**src/rtl/cla_word_sequencer.sv**
```systemverilog
// Multi-precision add/subtract sequencer: streams a wide operand pair through one
// external WORD_W-bit carry look-ahead adder, LS slice first, rippling carry in a register.
module cla_word_sequencer #(
  parameter int WORD_W    = 16,
  parameter int NUM_WORDS = 4
) (
  input  logic                          clk,
  input  logic                          rst_n,
  input  logic                          in_valid,
  output logic                          in_ready,
  input  logic [WORD_W*NUM_WORDS-1:0]   in_a,
  input  logic [WORD_W*NUM_WORDS-1:0]   in_b,
  input  logic                          in_cin,
  input  logic                          in_sub,
  output logic                          out_valid,
  input  logic                          out_ready,
  output logic [WORD_W*NUM_WORDS-1:0]   out_sum,
  output logic                          out_cout,
  output logic                          out_ovf,
  output logic [WORD_W-1:0]             cla_a,
  output logic [WORD_W-1:0]             cla_b,
  output logic                          cla_cin,
  input  logic [WORD_W-1:0]             cla_sum,
  input  logic                          cla_cout
);

  localparam int DW    = WORD_W * NUM_WORDS;
  localparam int IDX_W = (NUM_WORDS > 1) ? $clog2(NUM_WORDS) : 1;

  typedef enum logic [1:0] {IDLE, RUN, DONE} state_e;

  state_e            state_q, state_d;
  logic [DW-1:0]     a_q, a_d, b_q, b_d, sum_q, sum_d;
  logic              carry_q, carry_d, cout_q, cout_d, ovf_q, ovf_d;
  logic [IDX_W-1:0]  idx_q, idx_d;
  logic [DW+WORD_W-1:0] sum_shift;
  logic              last_slice;

  always_ff @(posedge clk) begin
    if (!rst_n) begin
      state_q <= IDLE;
      a_q     <= '0;
      b_q     <= '0;
      sum_q   <= '0;
      carry_q <= 1'b0;
      cout_q  <= 1'b0;
      ovf_q   <= 1'b0;
      idx_q   <= '0;
    end else begin
      state_q <= state_d;
      a_q     <= a_d;
      b_q     <= b_d;
      sum_q   <= sum_d;
      carry_q <= carry_d;
      cout_q  <= cout_d;
      ovf_q   <= ovf_d;
      idx_q   <= idx_d;
    end
  end

  // Operands shift right one slice per RUN cycle so the CLA always sees the low slice;
  // result slices enter at the top and land in place after NUM_WORDS shifts.
  always_comb begin
    state_d    = state_q;
    a_d        = a_q;
    b_d        = b_q;
    sum_d      = sum_q;
    carry_d    = carry_q;
    cout_d     = cout_q;
    ovf_d      = ovf_q;
    idx_d      = idx_q;
    cla_a      = '0;
    cla_b      = '0;
    cla_cin    = 1'b0;
    last_slice = (idx_q == IDX_W'(NUM_WORDS - 1));
    sum_shift  = {cla_sum, sum_q};
    case (state_q)
      IDLE: begin
        if (in_valid) begin
          a_d     = in_a;
          b_d     = in_sub ? ~in_b : in_b;
          carry_d = in_sub ? 1'b1 : in_cin;
          idx_d   = '0;
          state_d = RUN;
        end
      end
      RUN: begin
        cla_a   = a_q[WORD_W-1:0];
        cla_b   = b_q[WORD_W-1:0];
        cla_cin = carry_q;
        a_d     = a_q >> WORD_W;
        b_d     = b_q >> WORD_W;
        sum_d   = sum_shift[DW+WORD_W-1:WORD_W];
        carry_d = cla_cout;
        idx_d   = idx_q + IDX_W'(1);
        if (last_slice) begin
          // Top slice carries the sign bits of A and B'.
          cout_d  = cla_cout;
          ovf_d   = (cla_a[WORD_W-1] == cla_b[WORD_W-1]) &&
                    (cla_sum[WORD_W-1] != cla_a[WORD_W-1]);
          state_d = DONE;
        end
      end
      DONE: begin
        if (out_ready) state_d = IDLE;
      end
      default: state_d = IDLE;
    endcase
  end

  assign in_ready  = rst_n && (state_q == IDLE);
  assign out_valid = (state_q == DONE);
  assign out_sum   = sum_q;
  assign out_cout  = cout_q;
  assign out_ovf   = ovf_q;

endmodule

```
**config.mk**
```make
export PLATFORM = sky130hd
export DESIGN_NAME = cla_word_sequencer
export DESIGN_NICKNAME = d
export VERILOG_FILES = /design/src/rtl/cla_word_sequencer.sv
export SDC_FILE = /design/constraint.sdc
export NUM_CORES = 1
export LEC_CHECK = 0
export ABC_AREA = 1
export CELL_PAD_IN_SITES_DETAIL_PLACEMENT = 0
export CELL_PAD_IN_SITES_GLOBAL_PLACEMENT = 2
export CORE_MARGIN = 2
export CORE_UTILIZATION = 27
export DETAILED_ROUTE_END_ITERATION = 10
export PLACE_DENSITY_LB_ADDON = 0.1
export SYNTH_ARGS = -nofsm -noshare
export SYNTH_HDL_FRONTEND = slang
export SYNTH_SLANG_ARGS = --single-unit
```
**constraint.sdc**
```tcl
create_clock -name clk -period 2.2 [get_ports clk]
set_input_delay 0.44 -clock clk [delete_from_list [all_inputs] [get_ports clk]]
set_output_delay 0.44 -clock clk [all_outputs]
set_load 0.03 [all_outputs]
```
==> results.json <==
{
  "cp_max_fo": 55,
  "cts.path.max_buffers": 2,
  "leakage_uw": 0.00608,
  "reg2regPathDepth": 7,
  "final_layout_size_suffix_gt1_frac": 0.0613,
  "dpl-instance-area_sq_um": 12400,
  "die_area_sq_um": 36600,
  "synthCells": 1508,
  "path_cells": "inv_4, nand2_8, buf_16, nor2_1, buf_4",
  "cp_top_family": "buffers and inverters",
  "grt_usage": 0.180,
  "clkTransAtPathRegs_ns": 0.08,
  "min_period_ns": 2.08,
  "stdcell_count": 2168,
  "fin_crit_sh": 0.945,
  "powerDensity_nw_per_um2": 708,
  "slowest_delay_ns": 0.35,
  "gp_congestion": 0.777,
  "globalRouteOverflowTotal": 0,
  "dr.pass1.iters": 6,
  "slew_headroom": 0.647,
  "vias": 9515,
  "final_max_slew_viol_count": 0,
  "clk_latency_ns": 0.44,
  "power.total_uw": 9260,
  "crit-reg2reg-launch": "state_q[1]",
  "finalInstanceArea_sq_um": 13100,
  "whs_ns": 0.393,
  "grt_pass1_vias": 9135,
  "clock_skew_ns": 0.0109,
  "htree_levels": 4,
  "start_util": 0.274,
  "placementRows": 68,
  "postSynthAreaPerCell_sq_um": 6.28,
  "drt-total-wl_microns": 33100,
  "synth_area_sq_um": 9470,
  "synth-seq-area-share": 0.421,
  "dr.first_iter.drc_count": 551,
  "ys_types": 17,
  "antenna_found_initial": 0,
  "via_per_inst": 4.39,
  "worst_path_max_delay_cell": "dfxtp_2",
  "post-cts-setup-buffers": 0,
  "die-width_microns": 191,
  "ys_warn_count": 0,
  "final_antenna_net_count": 0,
  "post_drt_wl_per_cell_microns": 15.2,
  "cts_buffers": 17,
  "fillCellCount": 3851,
  "fp.dieH_microns": 191,
  "crit_path_start": "state_q[1]",
  "crit_buf_inv": 3,
  "io_buffer_count": 251,
  "crit_end": "cla_b[4]",
  "max_freq_mhz": 481,
  "maxCapViolCount": 0,
  "path_class": "reg2out",
  "nets": 1851,
  "drcViolationCount": 0,
  "worst_setup_path_start_kind": "flip-flop",
  "dp_cells": 2135,
  "rsz0062_at_grt": "no",
  "status": "finished clean",
  "crit_arrival_ns": 1.64,
  "max-vdd-ir-drop_mv": 0.516,
  "setup_violations": 0,
  "critical_path_required_ns": 1.76,
  "cts_tree": "built",
  "grt_max_degree": 78,
  "crit_path_end_kind": "output port",
  "timing_hold_violations_final": 0,
  "core_sq_um": 34500,
  "layout_commonest_cell": "nand2_1",
  "clkSinkCount": 199,
  "r2r_end": "out_sum[63]",
  "dp_hpwl_microns": 22100,
  "worstSetupPathDepth": 5,
  "ys_seq_elements": 199,
  "syn2layout_area_growth_pct": 38.0,
  "pin_count": 252,
  "grt_pass1_wl_microns": 51000,
  "hp-class": "in2reg",
  "worstMarginPinSlew_ns": 0.530,
  "root_buffer": "clkbuf_16",
  "setup_tns_ns": 0,
  "most-common-layout-cells": "nand2_1 (406), nor2_1 (290), clkdlybuf4s50_1 (213)",
  "synth_fp_nets": 1660,
  "reg2reg_slack_ns": 0.42
}
final cells by class:
class / instances / area (sq um) / area share
Tap cell: 455 / 569 / 0.0435
Multi-Input combinational cell: 1039 / 4440 / 0.339
Sequential cell: 199 / 3990 / 0.305
Timing Repair Buffer: 277 / 2860 / 0.219
Antenna cell: 1 / 2.50 / 0.000191
Clock buffer: 17 / 425 / 0.0325
Clock inverter: 15 / 169 / 0.0129
Inverter: 165 / 627 / 0.0479
flip-flops by register name, summed over array words and instances, names as in the netlist:
name	flops
out_ovf	1
out_cout	1
b_q	64
carry_q	1
a_q	64
out_sum	64
idx_q	2
state_q	2
stage by stage:
| step | utilization | worst slack [ns] |
|---|---|---|
| after detailed placement | 0.360 | 0.272 |
| after global routing | 0.378 | 0.0315 |
| after floorplan | - | 0.317 |
| after global placement | 0.360 | 0.305 |
| final | 0.379 | 0.122 |
| after CTS | 0.378 | 0.0143 |
Yosys cell counts:
cell / count / area, sq um
buf_1: 14 / 52.6
clkbuf_1: 35 / 131
buf_4: 4 / 30.0
inv_2: 3 / 11.3
nand2_2: 2 / 12.5
nor2_1: 296 / 1110
a21oi_1: 38 / 190
nor2_2: 2 / 12.5
clkbuf_2: 1 / 5.00
o21ai_0: 66 / 330
ha_1: 1 / 12.5
dfxtp_1: 199 / 3980
nand2_1: 406 / 1520
buf_2: 51 / 255
nand3_1: 212 / 1060
xor2_1: 16 / 140
inv_1: 162 / 608
worst reg2reg max path, cell delays in order (launching register included):
cell and delay [ns]:
dfxtp_2 0.35, inv_4 0.10, nand2_8 0.14, buf_16 0.23, inv_6 0.30, buf_12 0.32, o21ai_0 0.13, a21oi_1 0.13
per-layer routing:
metal	part of all wire	track usage	routed length, microns	vias to the layer above
li1	-	-	-	5002
met1	0.50	0.252	16600	4293
met2	0.44	0.288	14600	209
met3	0.049	0.0307	1610	11
met4	0.0066	0.0379	218	0
met5	0	0	0	-
power by group:
| group | switching [uW] | internal (uW) |
|---|---|---|
| sequential | 175 | 3870 |
| combinational | 1150 | 833 |
| clock | 1620 | 1620 |
| total | 2950 | 6310 |
cell families (layout without fill, tap and decap cells):
| group | Yosys count | in the layout | synth area share |
|---|---|---|---|
| and+or+nand+nor | 918 | 918 | 0.393 |
| buffers and inverters | 270 | 474 | 0.115 |
| DFF | 199 | 199 | 0.421 |
| AOI/OAI and AO/OA | 104 | 104 | 0.0550 |
| xor gates and xnor gates | 16 | 16 | 0.0148 |
| adders and majority gates | 1 | 1 | 0.00132 |
| other | 0 | 1 | 0 |
worst min path at each step:
stage / from / endpoint / slack, ns / cells past startpoint
6_report: rst_n / a_q[33] / 0.39 / 3
5_1_grt: rst_n / a_q[36] / 0.40 / 3
4_1_cts: rst_n / a_q[34] / 0.38 / 3
3_5_place_dp: idx_q[0] / idx_q[0] / 0.45 / 1
3_3_place_gp: idx_q[0] / idx_q[0] / 0.45 / 1
2_1_floorplan: idx_q[0] / idx_q[0] / 0.43 / 1
what timing repair did:
| action | CTS | global route |
|---|---|---|
| gates resized for setup | 12 | 7 |
| setup endpoints to repair | 15 | 18 |
| cloned | 1 | 0 |
| hold buffers | 0 | 0 |
Power figures use the tool's default switching activity.
